[config.mk]
export PLATFORM = sky130hd
export DESIGN_NAME = speicher_arbiter
export DESIGN_NICKNAME = d
export VERILOG_FILES = /design/src/rtl/speicher_arbiter_pkg.sv /design/src/rtl/speicher_arbiter_auswahl.sv /design/src/rtl/speicher_arbiter.sv
export SDC_FILE = /design/constraint.sdc
export NUM_CORES = 1
export LEC_CHECK = 0
export ABC_AREA = 1
export BUFFER_PORTS_ARGS = -buffer_cell sky130_fd_sc_hd__buf_2
export CORE_AREA = 2 2 132 134
export CTS_BUF_LIST = sky130_fd_sc_hd__clkbuf_4
export CTS_CLUSTER_SIZE = 25
export DETAILED_ROUTE_END_ITERATION = 6
export DIE_AREA = 0 0 134 136
export SYNTH_ARGS = -nofsm -noshare
export SYNTH_HDL_FRONTEND = slang
export SYNTH_SLANG_ARGS = --single-unit
[constraint.sdc]
create_clock -name Clock -period 2 [get_ports Clock]
set_clock_uncertainty 0.15 [all_clocks]
set_input_delay 0.1 -clock Clock [delete_from_list [all_inputs] [get_ports Clock]]
set_output_delay 0.1 -clock Clock [all_outputs]
set_load 0.03 [all_outputs]
[src/rtl/speicher_arbiter_pkg.sv]
// ----------------------------------------------------------------------------
// speicher_arbiter_pkg
//   Shared definitions for the memory arbiter:
//     - zustand_t        : arbiter FSM state encoding
//     - MODUS_FEST       : fixed priority, lowest channel index wins
//     - MODUS_RUNDLAUF   : round robin, search starts after the last grant
//     - naechster_index  : successor of a channel index with wrap-around
// ----------------------------------------------------------------------------
package speicher_arbiter_pkg;

    typedef enum logic [1:0] {
        FREI      = 2'd0,   // idle, waiting for a request
        ZUGRIFF   = 2'd1,   // memory access in progress, strobe held high
        ABSCHLUSS = 2'd2    // one-cycle completion, Fertig pulses
    } zustand_t;

    localparam int MODUS_FEST     = 0;
    localparam int MODUS_RUNDLAUF = 1;

    // Index following 'index' in a ring of 'anzahl' channels.
    function automatic int naechster_index(input int index, input int anzahl);
        return (index + 1 >= anzahl) ? 0 : index + 1;
    endfunction

endpackage

[src/rtl/speicher_arbiter_auswahl.sv]
// ----------------------------------------------------------------------------
// speicher_arbiter_auswahl
//   Combinational channel selection. Starting at i_start, the request vector
//   is scanned upward with wrap-around; the first requesting channel wins.
//   A start index of 0 gives plain fixed priority (lowest index wins).
//
//   Ports:
//     i_anfrage  [ANZAHL_KANAELE] request vector
//     i_start    [IW]             first index to examine
//     o_index    [IW]             selected channel (0 when nothing requested)
//     o_gueltig  [1]              at least one request present
// ----------------------------------------------------------------------------
module speicher_arbiter_auswahl #(
    parameter int ANZAHL_KANAELE = 3,
    parameter int IW             = 2
) (
    input  logic [ANZAHL_KANAELE-1:0] i_anfrage,
    input  logic [IW-1:0]             i_start,
    output logic [IW-1:0]             o_index,
    output logic                      o_gueltig
);

    // Outer loop walks the search order, inner loop finds the channel that
    // sits at that search position; avoids a variable bit-select.
    always_comb begin
        o_gueltig = 1'b0;
        o_index   = '0;
        for (int i = 0; i < ANZAHL_KANAELE; i++) begin
            for (int j = 0; j < ANZAHL_KANAELE; j++) begin
                if (!o_gueltig && i_anfrage[j] &&
                    (j == (int'(i_start) + i) % ANZAHL_KANAELE)) begin
                    o_gueltig = 1'b1;
                    o_index   = IW'(j);
                end
            end
        end
    end

endmodule

[src/rtl/speicher_arbiter.sv]
// ----------------------------------------------------------------------------
// speicher_arbiter
//   Arbitrates several masters (0 = instruction fetch, 1 = data read,
//   2 = data write by default) onto one memory port.
//   FSM: FREI -> ZUGRIFF -> ABSCHLUSS -> FREI.
//
//   Handshake: a master raises Anfrage[k] and holds it until Fertig[k]
//   pulses. Address, write data and access type are captured at grant time,
//   so later changes (or a dropped Anfrage) do not disturb the running
//   access. On the memory side the selected strobe stays high throughout
//   ZUGRIFF until SpeicherFertig is seen (or the timeout expires).
//
//   Ports:
//     Clock, Reset            clock, synchronous active-high reset
//     Anfrage [N]             per-channel request level
//     Schreiben [N]           per-channel access type (1 = write)
//     Adresse [N*AW]          packed per-channel addresses
//     DatenRaus [N*DW]        packed per-channel write data
//     Fertig [N]              completion pulse to the granted channel
//     Fehler [N]              timeout pulse, coincident with Fertig
//     DatenRein [DW]          registered read data (0 after a timeout)
//     SpeicherAdresse [AW]    memory address
//     SpeicherSchreibDaten    memory write data
//     SpeicherLesen           read strobe
//     SpeicherSchreiben       write strobe
//     SpeicherLeseDaten [DW]  memory read data
//     SpeicherFertig          memory response (read data valid / write done)
//     ZustandDebug [2]        current FSM state
// ----------------------------------------------------------------------------
module speicher_arbiter
    import speicher_arbiter_pkg::*;
#(
    parameter int ANZAHL_KANAELE = 3,
    parameter int DATEN_BREITE   = 32,
    parameter int ADRESS_BREITE  = 32,
    parameter int MODUS          = 0,
    parameter int TIMEOUT_ZYKLEN = 255
) (
    input  logic                                    Clock,
    input  logic                                    Reset,
    input  logic [ANZAHL_KANAELE-1:0]               Anfrage,
    input  logic [ANZAHL_KANAELE-1:0]               Schreiben,
    input  logic [ANZAHL_KANAELE*ADRESS_BREITE-1:0] Adresse,
    input  logic [ANZAHL_KANAELE*DATEN_BREITE-1:0]  DatenRaus,
    output logic [ANZAHL_KANAELE-1:0]               Fertig,
    output logic [ANZAHL_KANAELE-1:0]               Fehler,
    output logic [DATEN_BREITE-1:0]                 DatenRein,
    output logic [ADRESS_BREITE-1:0]                SpeicherAdresse,
    output logic [DATEN_BREITE-1:0]                 SpeicherSchreibDaten,
    output logic                                    SpeicherLesen,
    output logic                                    SpeicherSchreiben,
    input  logic [DATEN_BREITE-1:0]                 SpeicherLeseDaten,
    input  logic                                    SpeicherFertig,
    output logic [1:0]                              ZustandDebug
);

    localparam int IW = $clog2(ANZAHL_KANAELE);
    // Counter only has to reach TIMEOUT_ZYKLEN-1.
    localparam int TW = (TIMEOUT_ZYKLEN > 1) ? $clog2(TIMEOUT_ZYKLEN) : 1;
    localparam int GRENZE = (TIMEOUT_ZYKLEN > 0) ? TIMEOUT_ZYKLEN - 1 : 0;

    // ------------------------------------------------------------------------
    // Registers
    // ------------------------------------------------------------------------
    zustand_t                      r_zustand;
    logic [IW-1:0]                 r_kanal;
    logic [IW-1:0]                 r_start;
    logic                          r_ist_schreiben;
    logic [TW-1:0]                 r_zaehler;
    logic [ADRESS_BREITE-1:0]      r_adresse;
    logic [DATEN_BREITE-1:0]       r_schreib_daten;
    logic [DATEN_BREITE-1:0]       r_daten_rein;
    logic                          r_lesen;
    logic                          r_schreiben;
    logic [ANZAHL_KANAELE-1:0]     r_fertig;
    logic [ANZAHL_KANAELE-1:0]     r_fehler;

    // ------------------------------------------------------------------------
    // Unpack the per-channel buses
    // ------------------------------------------------------------------------
    logic [ADRESS_BREITE-1:0] w_adr_feld  [ANZAHL_KANAELE];
    logic [DATEN_BREITE-1:0]  w_wdat_feld [ANZAHL_KANAELE];

    for (genvar gk = 0; gk < ANZAHL_KANAELE; gk++) begin : g_entpacken
        assign w_adr_feld[gk]  = Adresse[gk*ADRESS_BREITE +: ADRESS_BREITE];
        assign w_wdat_feld[gk] = DatenRaus[gk*DATEN_BREITE +: DATEN_BREITE];
    end

    // ------------------------------------------------------------------------
    // Channel selection
    // ------------------------------------------------------------------------
    logic [IW-1:0]             w_start;
    logic [IW-1:0]             w_index;
    logic                      w_gueltig;
    logic                      w_timeout;
    logic [ANZAHL_KANAELE-1:0] w_kanal_maske;

    // Fixed priority always scans from channel 0.
    assign w_start = (MODUS == MODUS_RUNDLAUF) ? r_start : '0;

    speicher_arbiter_auswahl #(
        .ANZAHL_KANAELE (ANZAHL_KANAELE),
        .IW             (IW)
    ) u_auswahl (
        .i_anfrage (Anfrage),
        .i_start   (w_start),
        .o_index   (w_index),
        .o_gueltig (w_gueltig)
    );

    assign w_timeout     = (TIMEOUT_ZYKLEN != 0) && (r_zaehler == TW'(GRENZE));
    assign w_kanal_maske = {{(ANZAHL_KANAELE-1){1'b0}}, 1'b1} << r_kanal;

    // ------------------------------------------------------------------------
    // FSM with registered outputs
    // ------------------------------------------------------------------------
    always_ff @(posedge Clock) begin
        if (Reset) begin
            r_zustand       <= FREI;
            r_kanal         <= '0;
            r_start         <= '0;
            r_ist_schreiben <= 1'b0;
            r_zaehler       <= '0;
            r_adresse       <= '0;
            r_schreib_daten <= '0;
            r_daten_rein    <= '0;
            r_lesen         <= 1'b0;
            r_schreiben     <= 1'b0;
            r_fertig        <= '0;
            r_fehler        <= '0;
        end else begin
            // Completion flags are single-cycle pulses.
            r_fertig <= '0;
            r_fehler <= '0;

            case (r_zustand)
                FREI: begin
                    if (w_gueltig) begin
                        r_kanal         <= w_index;
                        r_adresse       <= w_adr_feld[w_index];
                        r_schreib_daten <= w_wdat_feld[w_index];
                        r_ist_schreiben <= Schreiben[w_index];
                        r_lesen         <= !Schreiben[w_index];
                        r_schreiben     <= Schreiben[w_index];
                        r_zaehler       <= '0;
                        r_start         <= IW'(naechster_index(int'(w_index), ANZAHL_KANAELE));
                        r_zustand       <= ZUGRIFF;
                    end
                end

                ZUGRIFF: begin
                    // A response in the limit cycle still counts as success,
                    // so SpeicherFertig is checked before the timeout.
                    if (SpeicherFertig) begin
                        r_lesen     <= 1'b0;
                        r_schreiben <= 1'b0;
                        if (!r_ist_schreiben) begin
                            r_daten_rein <= SpeicherLeseDaten;
                        end
                        r_fertig  <= w_kanal_maske;
                        r_zustand <= ABSCHLUSS;
                    end else if (w_timeout) begin
                        r_lesen      <= 1'b0;
                        r_schreiben  <= 1'b0;
                        r_daten_rein <= '0;
                        r_fertig     <= w_kanal_maske;
                        r_fehler     <= w_kanal_maske;
                        r_zustand    <= ABSCHLUSS;
                    end else if (TIMEOUT_ZYKLEN != 0) begin
                        r_zaehler <= r_zaehler + 1'b1;
                    end
                end

                ABSCHLUSS: begin
                    // Requests are not looked at here; the master sees Fertig
                    // this cycle and can drop Anfrage before the next scan.
                    r_zustand <= FREI;
                end

                default: begin
                    r_zustand <= FREI;
                end
            endcase
        end
    end

    // ------------------------------------------------------------------------
    // Outputs
    // ------------------------------------------------------------------------
    assign Fertig               = r_fertig;
    assign Fehler               = r_fehler;
    assign DatenRein            = r_daten_rein;
    assign SpeicherAdresse      = r_adresse;
    assign SpeicherSchreibDaten = r_schreib_daten;
    assign SpeicherLesen        = r_lesen;
    assign SpeicherSchreiben    = r_schreiben;
    assign ZustandDebug         = r_zustand;

endmodule

==> impl_metrics.toml, run 1 <==
[cts]
clk-insertion-delay-late_ns = 0.52
cts_inserted_buffers = 17
cts_tree = "yes"
cts_root_buf = "clkbuf_4"
cts-htree-levels = 4
clock_path_buffers = 2
post_cts_buffers = 0
clock_sink_count = 117
clkSlewWorstSetupHoldPaths_ns = 0.11

[sta]
timing.final.ws_setup_ns = 0.0320
setup_tns_ns = 0
layout_min_cycle_time_ns = 1.97
rsz0062_at_grt = "no"
setup_viol = 0
fmax_mhz = 508
finalCritPeriodShare_pct = 98.4
final_max_slew_viol_count = 0
tightest_slew_ns = 0.449
hold_viol = 0
slew_headroom_pct = 69.9

[logic_synthesis]
synth-simple-area-share_pct = 19.6
synth_xor_area_share_pct = 0
synthAdderAreaFrac_pct = 0.450
synth_area_leaders = "dfxtp_1, a21oi_1, o211ai_1"
synth_seq_cells = 117
synthCells = 737
synthMuxAreaShare_pct = 0
synth_area_per_cell_um2 = 7.54
synth_top_area_share_pct = 42.2
async_flop_share_pct = 0
yosys_warnings = 0
synth_top_family_by_area = "compound AO/OA/AOI/OAI gates"
synth_compound_area_share_pct = 30.1
synth_top_flop_cell = "dfxtp_1"
yosysSeqAreaShare_pct = 42.2
synth_nets = 972
yosysTopAreaCell = "dfxtp_1"
synth_edf_count = 0
syn_area_um2 = 5560
synth_cell_types = 25

[grt]
grtUsageTotal_pct = 26.6
grt_pass1_vias = 7647
antenna_found_initial = 1
grt_pass1_wl_um = 38400
overflow = 0
grt_max_degree = 67

[finish]
final_common_cell = "buf_2"
layout_common_cells = "buf_2, dlygate4sd3_1, a21oi_1"
syn_to_final_growth_pct = 79.1
nets = 1509
final_layout_size_suffix_gt1_share_pct = 33.0

[power]
swShare_pct = 37.1
power_switching_mw = 2.37
p_int_mw = 4.01
pwr-share-comb_pct = 34.8
vdd_drop_max_mv = 0.295
p_seq_share_pct = 41.6
leakagePower_nw = 4.54
powerDensity_nw_per_um2 = 641
clkPwrFrac_pct = 23.6

[status]
outcome = "finished clean"

[critical_path]
crit_type = "in -> reg"
cp.arrival_ns = 2.29
startpoint_type = "input pin"
required_ns = 2.32
cp-end-kind = "flip-flop"
cp_max_fo = 27

[drt]
initialDrtViolationCount = 402
vias_per_cell = 5.03
routed_wl_um = 25000
wl_per_cell_um = 16.5
first_pass_iters = 4
num_vias = 7608
drcViolationCount = 0
ant_nets = 0

[floorplan]
placeableCoreArea_um2 = 16900
row_count = 48
io_pins = 339
fp.dieW_um = 134
start_util_pct = 32.9
die_area_um2 = 18200
die_y_um = 136

[place]
place_ws_ns = 0.274
numPortBuffers = 338
place_hpwl_um = 15000
place_congestion = 0.853

[job]
max-cap-violations = 0

[worst_hold_path]
holdCritPathClass = "in -> reg"
==> registers in the layout, indices dropped and copies added, names as in the netlist <==
register              count
DatenRein                32
SpeicherAdresse          32
SpeicherSchreibDaten     32
r_zaehler                 8
Fehler                    3
Fertig                    3
ZustandDebug              2
r_kanal                   2
SpeicherLesen             1
SpeicherSchreiben         1
r_ist_schreiben           1
==> critical path, cell delays in order <==
cell and delay [ns]:
buf_2 0.10, dlygate4sd3_1 0.56, nor2_2 0.12, nand2_2 0.09, inv_2 0.22, buf_12 0.24, a21oi_1 0.10, a21oi_1 0.17
dlygate4sd3_1 0.57
==> cell type report <==
cell class	count	area, um2
multi-input combinational	529	2790
sequential	117	2340
fill	1503	6930
clock inverter	15	104
clock buffer	17	128
inverter	28	108
timing repair buffer	581	4190
tap	225	282
antenna	2	5.00
==> synthesized netlist by cell type, types with 19 or more instances <==
cell type,number
or2_2,27
clkbuf_1,21
o21ai_0,35
or2_1,23
dfxtp_1,117
nand2_1,93
nor2_1,19
inv_1,25
buf_2,23
o211ai_1,64
a21oi_1,167
nand3_1,46
o21ai_1,31
==> power by group through the flow <==
stage	combinational [mW]	clock (mW)	sequential, mW
global placement	1.72	0	2.69
CTS	2.15	1.56	2.65
detailed placement	1.73	0	2.69
global route	2.37	1.66	2.68
finish	2.22	1.50	2.65
floorplan	0.665	0	3.09
==> stage by stage <==
stage	hold slack [ns]	util, %	area (um2)	power [mW]	cells
floorplan	0.115	-	5560	3.76	737
global placement	0.223	44.0	7420	4.41	1254
detailed placement	0.224	44.0	7420	4.42	1254
CTS	0.0660	58.7	9910	6.36	1511
global route	0.157	58.9	9950	6.70	1513
finish	0.155	59.0	9950	6.38	1514
==> layer usage <==
| layer | wire (um) | part of all wire, % | GRT usage (%) | vias up |
|---|---|---|---|---|
| met2 | 12400 | 50 | 46.5 | 383 |
| met4 | 985 | 3.9 | 13.1 | 0 |
| met3 | 1820 | 7.3 | 7.01 | 68 |
| met5 | 0 | 0 | 0 | - |
| met1 | 9770 | 39 | 30.0 | 3503 |
| li1 | - | - | - | 3654 |
==> kinds of logic after synthesis <==
group | Yosys count
buffers and inverters | 91
DFF | 117
and+or+nand+nor | 228
AOI/OAI and AO/OA | 299
adders and majority gates | 2
==> timing repair <==
| action | CTS | global route |
|---|---|---|
| hold buffers | 225 | 0 |
| endpoints found under the hold margin | 117 | 0 |
| setup endpoints to repair | 0 | 13 |
| gates resized for setup | 0 | 5 |
==> path summary, 6_finish.rpt <==
kind | start | to | slack [ns] | cells after the start
worst min register to register | DatenRein[1] | DatenRein[1] | 0.32 | 2
worst min-delay path | Anfrage[1] | SpeicherSchreiben | 0.15 | 7
worst max-delay path | Anfrage[0] | SpeicherSchreibDaten[3] | 0.03 | 9
worst max register to register | ZustandDebug[1] | SpeicherSchreibDaten[3] | 0.11 | 6
No activity file was read; power rests on OpenSTA's default activity.
==> inputs of run 2 (changes only) <==
Clock period 2 ns to 2.4 ns, I/O delays scaled along.
==> impl_metrics.toml, run 2 (same netlist as run 1, synthesis figures left out) <==
[status]
outcome = "finished clean"

[place]
place_hpwl_um = 15200
numPortBuffers = 338
place_inst = 1255
place_congestion = 0.867

[floorplan]
die_y_um = 136
fp.dieW_um = 134
placeableCoreArea_um2 = 16900
io_pins = 339
start_util_pct = 32.9
row_count = 48
die_area_um2 = 18200

[finish]
layout_common_cells = "buf_2, dlygate4sd3_1, a21oi_1"
final_layout_size_suffix_gt1_share_pct = 34.2
nets = 1469
final_common_cell = "buf_2"
fin_cells = 1473
seq_area_um2 = 2340
syn_to_final_growth_pct = 70.9
fill_cells = 1603
multi_input_area_um2 = 2790

[power]
power_mw = 5.30
vdd_drop_max_mv = 0.385
leakagePower_nw = 4.50
powerDensity_nw_per_um2 = 559

[sta]
whs_ns = 0.0344
setup_tns_ns = 0
slew_headroom_pct = 62.9
layout_min_cycle_time_ns = 2.30
hold_viol = 0
rsz0062_at_grt = "no"
tightest_slew_ns = 0.554
final_max_slew_viol_count = 0
setup_viol = 0
finalCritPeriodShare_pct = 95.9
fmax_mhz = 434

[critical_path]
startpoint_type = "input pin"
endpoint = "SpeicherSchreibDaten[2]"
r2r_cells = 6
cp_max_fo = 42
cp-end-kind = "flip-flop"
required_ns = 2.71
r2r-start = "ZustandDebug[0]"
critical-path-top-delay-family = "buffers and inverters"
r2r_end = "SpeicherAdresse[14]"
path_cells = "buf_2 > inv_1 > nand2_2 > buf_4 > buf_4 > or2_1 > o211ai_1 > dlygate4sd3_1 > a21oi_1 > dlygate4sd3_1"
cp.depth = 10
critPathSlowestCell = "dlygate4sd3_1"
cp.arrival_ns = 2.61
slowest_delay_ns = 0.58
crit_path_start = "Anfrage[0]"
critPathBufInv = 6
r2r_slack_ns = 0.11
crit_type = "in -> reg"

[grt]
antenna_found_initial = 2
grt_max_degree = 67
grt_pass1_vias = 7248
grt_pass1_wl_um = 35300
overflow = 0
grtUsageTotal_pct = 24.5

[drt]
routed_wl_um = 22900
ant_nets = 0
wl_per_cell_um = 15.5
drcViolationCount = 0
num_vias = 7239
vias_per_cell = 4.91
initialDrtViolationCount = 355
first_pass_iters = 5

[worst_hold_path]
holdCritPathClass = "in -> reg"

[cts]
cts-htree-levels = 4
clock_sink_count = 117
cts_tree = "yes"
cts_root_buf = "clkbuf_4"
cts_inserted_buffers = 17
clock_path_buffers = 2
clkSlewWorstSetupHoldPaths_ns = 0.11
clk-insertion-delay-late_ns = 0.52
post_cts_buffers = 0

[job]
max-cap-violations = 0
## run 2: cell types whose count changed in the layout (fill, tap and decap cells not counted), moves of 2 or more
| cell | before | now |
|---|---|---|
| buf_12 | 7 | 3 |
| clkinv_4 | 0 | 3 |
| buf_4 | 9 | 14 |
| nor2_2 | 1 | 3 |
| dlygate4sd3_1 | 225 | 185 |
| inv_6 | 5 | 1 |
| clkinvlp_4 | 5 | 3 |
| clkbuf_4 | 17 | 19 |
## run 2: worst min-delay path, stage by stage
cell     delay (ns)
buf_2          0.11
nand3_1        0.17
nand3_1        0.10
nand3_1        0.09
a21oi_1        0.06
## run 2: what timing repair did
item	in CTS	in global routing
gates resized for setup	0	6
endpoints found under the hold margin	106	0
hold buffers	185	0
setup endpoints to repair	0	42
## run 2: worst min path at each step
stage | start | cells past startpoint | to | slack [ns]
floorplan | SpeicherLeseDaten[0] | 2 | DatenRein[0] | 0.13
global placement | SpeicherLeseDaten[15] | 3 | DatenRein[15] | 0.25
detailed placement | SpeicherLeseDaten[10] | 3 | DatenRein[10] | 0.25
CTS | Schreiben[1] | 5 | SpeicherSchreiben | 0.004
global route | Schreiben[1] | 5 | SpeicherSchreiben | 0.04
finish | Schreiben[1] | 5 | SpeicherSchreiben | 0.03
## run 2: power by group
group	internal, mW	leakage (nW)	switching, mW	total [mW]
combinational	0.777	3.40	1.00	1.78
sequential	2.12	0.964	0.0899	2.21
clock	0.531	0.134	0.789	1.32
## run 2: through the flow
step | setup slack (ns) | util, % | cell area (um2)
6_report | 0.0980 | 56.3 | 9500
5_1_grt | 0.0167 | 56.3 | 9500
3_5_place_dp | 0.596 | 43.7 | 7370
4_1_cts | 0.0838 | 56.1 | 9470
3_3_place_gp | 0.612 | 43.7 | 7370
2_1_floorplan | 0.851 | - | 5560
## run 2: layout make-up
type | instances | share of cell area (%)
Tap cell | 225 | 2.96
Clock buffer | 19 | 1.50
Antenna cell | 1 | 0.0264
Clock inverter | 13 | 1.16
Multi-Input combinational cell | 529 | 29.4
Sequential cell | 117 | 24.7
Timing Repair Buffer | 541 | 39.2
Inverter | 28 | 1.11
## run 2: per-layer routing
| layer | share of wire, % | wire, um | vias up | GRT usage (%) |
|---|---|---|---|---|
| li1 | - | - | 3571 | - |
| met1 | 39 | 8960 | 3341 | 26.4 |
| met2 | 50 | 11500 | 275 | 44.6 |
| met3 | 6.9 | 1580 | 50 | 6.94 |
| met4 | 3.5 | 795 | 2 | 11.2 |
| met5 | 0.048 | 11 | - | 0 |
==> inputs of run 3 (changes only) <==
Clock period 2.4 ns to 2.65 ns, I/O delays scaled along.
==> impl_metrics.toml, run 3 (same netlist as run 1, synthesis figures left out) <==
[job]
max-cap-violations = 0

[grt]
grt_pass1_vias = 7090
grt_max_degree = 67
antenna_found_initial = 1
grtUsageTotal_pct = 24.3
grt_pass1_wl_um = 34900
overflow = 0

[sta]
rsz0062_at_grt = "no"
layout_min_cycle_time_ns = 2.30
setup_tns_ns = 0
fmax_mhz = 435
slew_headroom_pct = 50.6
tightest_slew_ns = 0.741
final_max_slew_viol_count = 0
hold_viol = 0
timing.final.ws_setup_ns = 0.353
setup_viol = 0
finalCritPeriodShare_pct = 86.7
whs_ns = 0.0684

[critical_path]
r2r_slack_ns = 0.35
startpoint_type = "flip-flop"
required_ns = 2.99
cp-end-kind = "flip-flop"
crit_path_start = "ZustandDebug[0]"
cp_max_fo = 33
cp.arrival_ns = 2.63
crit_type = "reg -> reg"
r2r-start = "ZustandDebug[0]"

[worst_hold_path]
holdCritPathClass = "in -> reg"
hp-start = "Schreiben[1]"

[floorplan]
placeableCoreArea_um2 = 16900
start_util_pct = 32.9
fp.dieW_um = 134
io_pins = 339
die_y_um = 136
die_area_um2 = 18200
row_count = 48

[drt]
first_pass_iters = 5
drcViolationCount = 0
vias_per_cell = 4.89
initialDrtViolationCount = 373
wl_per_cell_um = 15.8
routed_wl_um = 22900
num_vias = 7091
ant_nets = 0

[place]
place_hpwl_um = 15000
numPortBuffers = 338
place_ws_ns = 0.824
place_congestion = 0.873

[cts]
clk-insertion-delay-late_ns = 0.53
cts_tree = "yes"
clock_sink_count = 117
cts_resized = 0
post_cts_buffers = 0
cts_inserted_buffers = 17
cts_hold_buf = 167
cts_root_buf = "clkbuf_4"
clock_path_buffers = 2
cts-htree-levels = 4
clkSlewWorstSetupHoldPaths_ns = 0.12

[power]
vdd_drop_max_mv = 0.294
leakagePower_nw = 4.38
powerDensity_nw_per_um2 = 537

[status]
outcome = "finished clean"

[finish]
final_layout_size_suffix_gt1_share_pct = 34.3
fill_cells = 1606
syn_to_final_growth_pct = 67.9
layout_common_cells = "buf_2, a21oi_1, dlygate4sd3_1"
nets = 1446
final_common_cell = "buf_2"
final_util_pct = 55.3
[run 3: worst max-delay path, cell delays in order, from the launching register on]
cell and delay [ns]:
dfxtp_1 0.37, nor2_2 0.16, nand2_2 0.22, inv_2 0.17
buf_4 0.35, o21ai_0 0.13, a21oi_1 0.15, dlygate4sd3_1 0.57
[run 3: worst paths after layout]
path | end | depth (start not counted)
min reg2reg | SpeicherLesen | 2
max | SpeicherSchreibDaten[17] | 7
max reg2reg | SpeicherSchreibDaten[17] | 7
min | SpeicherSchreiben | 5
[run 3: layout make-up]
cell class	count	area, um2	share of cell area (%)
Antenna cell	1	2.50	0.0268
Timing Repair Buffer	518	3500	37.5
Clock buffer	18	135	1.45
Inverter	28	105	1.13
Tap cell	225	282	3.02
Sequential cell	117	2340	25.1
Clock inverter	14	178	1.90
Multi-Input combinational cell	529	2790	29.9
[run 3: through the flow]
step,cells,cell area (um2),power [mW]
final,1450,9330,5.01
after global routing,1450,9330,5.27
after CTS,1449,9330,5.03
after detailed placement,1250,7340,3.32
after global placement,1250,7340,3.32
after floorplan,737,5560,2.84
[run 3: where the power goes]
group	internal [mW]	switching [mW]	leakage, nW	total (mW)
sequential	1.92	0.0834	0.964	2.00
clock	0.675	0.745	0.157	1.42
combinational	0.681	0.907	3.25	1.59
[run 3: metal layers]
metal  routed length, um  part of all wire, %  vias to the layer above  GRT usage [%]
li1                    -                    -                     3516              -
met1                9430                   41                     3267           28.2
met4                 780                  3.4                        0           10.5
met2               11300                   49                      265           42.4
met3                1370                  6.0                       43           6.11
met5                   0                    0                        -              0
